## src/rtl/systolic_pe.sv

```systemverilog
// Systolic dot-product processing element with operand forwarding and a column drain chain.
// Optional saturating accumulate is enabled by defining SYSTOLIC_PE_SAT_EN.
module systolic_pe #(
    parameter int DATA_WIDTH = 8,
    parameter int ACC_WIDTH  = 32,
    parameter int LANES      = 1,
    parameter int PIPE_MULT  = 1
) (
    input  logic                          clk,
    input  logic                          rst,
    input  logic                          en,
    input  logic [LANES*DATA_WIDTH-1:0]   in_left,
    input  logic                          in_left_valid,
    input  logic [LANES*DATA_WIDTH-1:0]   in_top,
    input  logic                          in_top_valid,
    input  logic                          clr,
    output logic [LANES*DATA_WIDTH-1:0]   out_right,
    output logic                          out_right_valid,
    output logic [LANES*DATA_WIDTH-1:0]   out_bottom,
    output logic                          out_bottom_valid,
    output logic [ACC_WIDTH-1:0]          acc_out,
    input  logic                          drain_load,
    input  logic                          drain_shift,
    input  logic [ACC_WIDTH-1:0]          drain_in,
    input  logic                          drain_in_valid,
    output logic [ACC_WIDTH-1:0]          drain_out,
    output logic                          drain_out_valid,
    output logic                          ovf
);

    logic signed [DATA_WIDTH-1:0]   laneL [LANES];
    logic signed [DATA_WIDTH-1:0]   laneT [LANES];
    logic signed [2*DATA_WIDTH-1:0] laneP [LANES];
    logic signed [ACC_WIDTH-1:0]    prodSum;
    logic                           fire;
    logic signed [ACC_WIDTH-1:0]    stageProd;
    logic                           stageFire;

    logic [LANES*DATA_WIDTH-1:0]    right_q, bottom_q;
    logic                           rightValid_q, bottomValid_q;
    logic signed [ACC_WIDTH-1:0]    acc_q, acc_d;
    logic                           ovf_q, ovf_d;
    logic [ACC_WIDTH-1:0]           drain_q;
    logic                           drainValid_q;

    logic signed [ACC_WIDTH-1:0]    sumNext;
    logic                           ovfNow;
    logic                           restart;

    for (genvar g = 0; g < LANES; g++) begin : g_lane
        assign laneL[g] = in_left[g*DATA_WIDTH +: DATA_WIDTH];
        assign laneT[g] = in_top[g*DATA_WIDTH +: DATA_WIDTH];
        assign laneP[g] = laneL[g] * laneT[g];
    end

    always_comb begin
        prodSum = '0;
        for (int i = 0; i < LANES; i++) begin
            prodSum = prodSum + ACC_WIDTH'(laneP[i]);
        end
    end

    assign fire = en & in_left_valid & in_top_valid;

    // Optional product register; it only advances with en and is not flushed by clr.
    if (PIPE_MULT != 0) begin : g_pipe
        logic signed [ACC_WIDTH-1:0] prod_q;
        logic                        fire_q;
        always_ff @(posedge clk) begin
            if (rst) begin
                prod_q <= '0;
                fire_q <= 1'b0;
            end else if (en) begin
                prod_q <= prodSum;
                fire_q <= fire;
            end
        end
        assign stageProd = prod_q;
        assign stageFire = fire_q;
    end else begin : g_nopipe
        assign stageProd = prodSum;
        assign stageFire = fire;
    end

`ifdef SYSTOLIC_PE_SAT_EN
    logic signed [ACC_WIDTH:0] sumWide;
    assign sumWide = {acc_q[ACC_WIDTH-1], acc_q} + {stageProd[ACC_WIDTH-1], stageProd};
    assign ovfNow  = sumWide[ACC_WIDTH] != sumWide[ACC_WIDTH-1];
    always_comb begin
        sumNext = sumWide[ACC_WIDTH-1:0];
        if (ovfNow) begin
            sumNext = sumWide[ACC_WIDTH] ? {1'b1, {(ACC_WIDTH-1){1'b0}}}
                                         : {1'b0, {(ACC_WIDTH-1){1'b1}}};
        end
    end
`else
    assign sumNext = acc_q + stageProd;
    assign ovfNow  = 1'b0;
`endif

    assign restart = clr | drain_load;

    always_comb begin
        acc_d = acc_q;
        ovf_d = ovf_q;
        if (en) begin
            if (restart) begin
                acc_d = stageFire ? stageProd : '0;
                ovf_d = 1'b0;
            end else if (stageFire) begin
                acc_d = sumNext;
                ovf_d = ovf_q | ovfNow;
            end
        end
    end

    always_ff @(posedge clk) begin
        if (rst) begin
            acc_q <= '0;
            ovf_q <= 1'b0;
        end else begin
            acc_q <= acc_d;
            ovf_q <= ovf_d;
        end
    end

    // Operands are forwarded whether or not they are valid.
    always_ff @(posedge clk) begin
        if (rst) begin
            right_q       <= '0;
            bottom_q      <= '0;
            rightValid_q  <= 1'b0;
            bottomValid_q <= 1'b0;
        end else if (en) begin
            right_q       <= in_left;
            bottom_q      <= in_top;
            rightValid_q  <= in_left_valid;
            bottomValid_q <= in_top_valid;
        end
    end

    // A local load takes priority over shifting the neighbour's value in.
    always_ff @(posedge clk) begin
        if (rst) begin
            drain_q      <= '0;
            drainValid_q <= 1'b0;
        end else if (en) begin
            if (drain_load) begin
                drain_q      <= acc_q;
                drainValid_q <= 1'b1;
            end else if (drain_shift) begin
                drain_q      <= drain_in;
                drainValid_q <= drain_in_valid;
            end
        end
    end

    assign out_right        = right_q;
    assign out_right_valid  = rightValid_q;
    assign out_bottom       = bottom_q;
    assign out_bottom_valid = bottomValid_q;
    assign acc_out          = acc_q;
    assign drain_out        = drain_q;
    assign drain_out_valid  = drainValid_q;
    assign ovf              = ovf_q;

endmodule

```

## config.mk

```make
export PLATFORM = sky130hd
export DESIGN_NAME = systolic_pe
export DESIGN_NICKNAME = d
export VERILOG_FILES = /design/src/rtl/systolic_pe.sv
export SDC_FILE = /design/constraint.sdc
export NUM_CORES = 1
export LEC_CHECK = 0
export CORE_MARGIN = 5
export CORE_UTILIZATION = 40
export DETAILED_ROUTE_END_ITERATION = 6
export PLACE_DENSITY = 0.69
export SLEW_MARGIN = 20
export SYNTH_ARGS = -nofsm -noshare
export SYNTH_HDL_FRONTEND = slang
export SYNTH_SLANG_ARGS = --single-unit
export TNS_END_PERCENT = 1
```

## constraint.sdc

```tcl
create_clock -name clk -period 6.8 [get_ports clk]
set_input_delay 1.02 -clock clk [delete_from_list [all_inputs] [get_ports clk]]
set_output_delay 1.02 -clock clk [all_outputs]
set_load 0.01 [all_outputs]
```

# == Word-level counts from Yosys, hierarchy flattened ==
# Cells that the tools add are included.
# op_classes
n_reduce_logical,4
mux,7
bitwise_logic,3
multipliers,1
addsub,1
# ops
operator,count
$mux 32,5
$add 32x16->32,1
$mul 8x8->16,1
$reduce_and 2->1,2
$reduce_bool 2->1,2
$and 1x1->1,2
$mux 1,2
$or 1x1->1,1
# word_totals
register_bits,100
inputBits,57
wordCells,25
out_inout_bits,84

# == Logic depth before layout (Yosys ltp) ==
# depth
word_depth,3
mapped_depth,21
depth_no_buf,20

# == Least setup slack after synthesis ==
# No wires, ideal clock.
# synth_timing
kind,input to register
startpoint,in in_top[4]
endpoint,reg g_pipe.prod_q[12]
setup_slack_ns,1.728
t_required_ns,6.669
path_stages,20
path_buffers,1
arrival_ns,4.941
setup_time_ns,0.131
path_cell_list,clkbuf_1 -> and2_1 -> fa_1 -> inv_1 -> fa_1 -> inv_1 -> fa_1 -> inv_1 -> fa_1 -> inv_1 -> ha_1 -> o21ai_0 -> nand2b_1 -> a21o_1 -> a21oi_1 -> nor2b_1 -> o21ai_0 -> nand2b_1 -> xnor2_1 -> o22ai_1
# synth_between
elab_chain_len,1
# synth_lines
element,line_no,rtl
from (decl),14,"input logic [LANES*DATA_WIDTH-1:0] in_top,"
$mul 8x8->16,53,assign laneP[g] = laneL[g] * laneT[g];
to (signal assigned),74,prod_q <= prodSum;
to (decl),67,logic signed [ACC_WIDTH-1:0] prod_q;
# No other way between the ends.
# A chain may end at the register's enable or synchronous reset.

# == Worst setup path in the final report ==
# layout_timing
startpoint,in in_top[7]
endpoint,reg g_pipe.prod_q[12]
# Same word-level chain as after synthesis.

==> run metrics <==
status=completed; Die Wd=151.5 um; initial core utilization=0.4091; crit path kind=input pin to flip-flop; initial DRC count=270; ys flop type=dfxtp_1; Switching Share=0.3925; Clock Latency Late Sink=between 300 and 400 ps; NetSw=around 970 uW; setup TNS=0 ps; sequential fraction of design power=0.289; # IOs=141; Syn Inst Count=923; Tcrit/Tclk final=0.8071; post-synthesis sequential area ratio=0.2498; Worst EP arrival=5690 ps; Gate power share=0.505; Die Span Y=151.5 um; Clock power frac=0.206; Seq cells post-synth=100; fraction of layout instances using a drive strength above 1=0.04151; CTS tree=yes; pwr dens=250.3 nW/um2; Sequential cell area=2002 um2; fraction of registers with async set/reset=0; TritonRoute pass-1 iters=4; final wirelength=19630 um; Fillers=1919; synth unique cells=60; Compound-Gate Fraction of Synth Area=0.1727; Reg clk slew, reported paths=70 ps; max_cap viols=0; diode count=0; post-DR wirelength/cell=15.08 um; CTS buffer count=9; via count=6629; most frequent cells in the layout=clkdlybuf4s50_1 (136), nor2_1 (108), dfxtp_1 (100); via/cell ratio=5.095; achievable clock frequency=0.1822 GHz; largest family of logic cells by synthesized area=adder cells; Hold Path Class=flip-flop to flip-flop; grt ovf=0; # rows=just over 50; Final Setup Violations=0; Worst Path Max Fanout=7; Nets=roughly 1200; Worst-Margin Slew=1067 ps; Clock Skew=13.67 ps; deepest clock path buffer count=2; initial antenna violation count=0; Slew Limit Fails=0; mux share of post-synthesis cell area=0.07619; DRT antenna net count=0; routability cong.=between 0.8 and 0.9; area of the multi-input gates=5435 um2; CP endpoint kind=flip-flop; core area=19590 um2; H-tree level count=3; gr usage total=0.1731; global-route wire length before repair=about 32000 um; Yosys warning count=0; largest net degree at the start of global routing=96; simple-gate area share of the yosys netlist=0.1488; Post-synth EDFFs=0; # port buffers=~140; CTS resizes=0; Num Clock Sinks=100; Area Growth Syn to Fin=22.76%; Static Leak=between 4 and 5 nW; Startpoint Class=input pin; vias in the first global route=6578; Final Hold Fails=0; Slew headroom=0.2889; worst vdd ir=136.2 uV; WHS=497.0 ps; fin crit period=5488 ps; HPWL Detailed=14900 um; Adder-Cell Fraction of Synth Area=0.2336; RSZ-0062 raised after global routing=no; DRC viols=0; clk root buf=clkbuf_16; synthesized area per cell=8.682 um2; internal power=~1.5 mW; xor/xnor share of the synthesized area=0.04590; die area=around 23000 um2; R2R Setup Slk=roughly 3500 ps; Post-Syn Area=8014 um2; Post-CTS Hold Buffers=0; Syn Nets=around 1100; Post CTS Setup Buffer Count=0; critical path required time=approximately 7000 ps; leading cell type in the layout, fill and taps excluded=clkdlybuf4s50_1
[critical path, cell delays in order]
cell	delay, ps
clkdlybuf4s50_1	690
nand2b_1	140
fa_1	530
fa_1	550
inv_1	60
fa_1	520
inv_1	50
fa_1	520
inv_1	50
ha_1	330
o21ai_0	100
nand2b_1	110
a21o_1	180
a21oi_1	210
nor2b_1	70
o21ai_0	220
nand2b_1	100
xnor2_1	130
o22ai_1	90
[registers in the layout, indices dropped and copies added, names as in the netlist]
name and cells:
g_pipe.fire_q 1, out_right_valid 1, out_right 8, drain_out_valid 1
out_bottom_valid 1, acc_out 32, g_pipe.prod_q 16, drain_out 32
out_bottom 8
[through the flow]
step | worst slack (ps) | instance area (um2) | cells | total power, mW | util
after floorplan | 1728 | 8014 | 923 | 1.669 | -
after global placement | 1053 | 9553 | 1286 | 1.942 | 0.4876
after detailed placement | 971.2 | 9553 | 1286 | 1.975 | 0.4876
after CTS | 1330 | 9838 | 1301 | 2.494 | 0.5022
after global routing | 979.5 | 9838 | 1301 | 2.689 | 0.5022
final | 1312 | 9838 | 1301 | 2.462 | 0.5022
[final timing paths]
| check | from | end | cells past startpoint |
|---|---|---|---|
| worst min register to register | drain_out[28] | drain_out[28] | 2 |
| worst max register to register | g_pipe.prod_q[15] | acc_out[30] | 11 |
| worst max-delay path | in_top[7] | g_pipe.prod_q[12] | 19 |
| worst min-delay path | drain_out[28] | drain_out[28] | 2 |
[kinds of logic after synthesis]
| kind of cell | Yosys count |
|---|---|
| buffers and inverters | 143 |
| other | 1 |
| multiplexers | 61 |
| flip-flops | 100 |
| AO/OA/AOI/OAI | 208 |
| XOR/XNOR | 42 |
| AND/OR/NAND/NOR | 252 |
| adder cells (fa/ha/maj) | 116 |
[final cells by class]
| cell class | count | area share |
|---|---|---|
| sequential | 100 | 0.2035 |
| clock buffer | 9 | 0.02289 |
| multi-input combinational | 680 | 0.5525 |
| timing repair buffer | 145 | 0.1447 |
| tap | 265 | 0.03370 |
| inverter | 96 | 0.03663 |
| clock inverter | 6 | 0.006105 |
[Yosys cell counts (17+ instances only)]
library cell / n / area, um2
ha_1: 60 / 750.7
mux2i_1: 61 / 610.6
clkbuf_1: 32 / 120.1
fa_1: 56 / 1121
and2_1: 39 / 244.0
xnor2_1: 25 / 219.0
o21ai_0: 35 / 175.2
xor2_1: 17 / 148.9
nor2_1: 108 / 405.4
nand2b_1: 17 / 106.4
nand2_1: 40 / 150.1
a211oi_1: 38 / 285.3
dfxtp_1: 100 / 2002
inv_1: 96 / 360.4
a21oi_1: 60 / 300.3
[power by group through the flow]
stage	Sequential (mW)	Clock, mW	Combinational (mW)
floorplan	0.721	0	0.948
global placement	0.724	0	1.22
detailed placement	0.726	0	1.25
CTS	0.712	0.524	1.26
global route	0.722	0.547	1.42
finish	0.712	0.506	1.24
[routing by layer]
metal | vias to the layer above | track usage | routed length, um
li1 | 3374 | - | -
met1 | 3077 | 0.2405 | 9562
met2 | 157 | 0.2767 | 8637
met3 | 21 | 0.03659 | 1166
met4 | 0 | 0.04133 | 258
met5 | - | 0 | 0
Power figures use the tool's default switching activity.
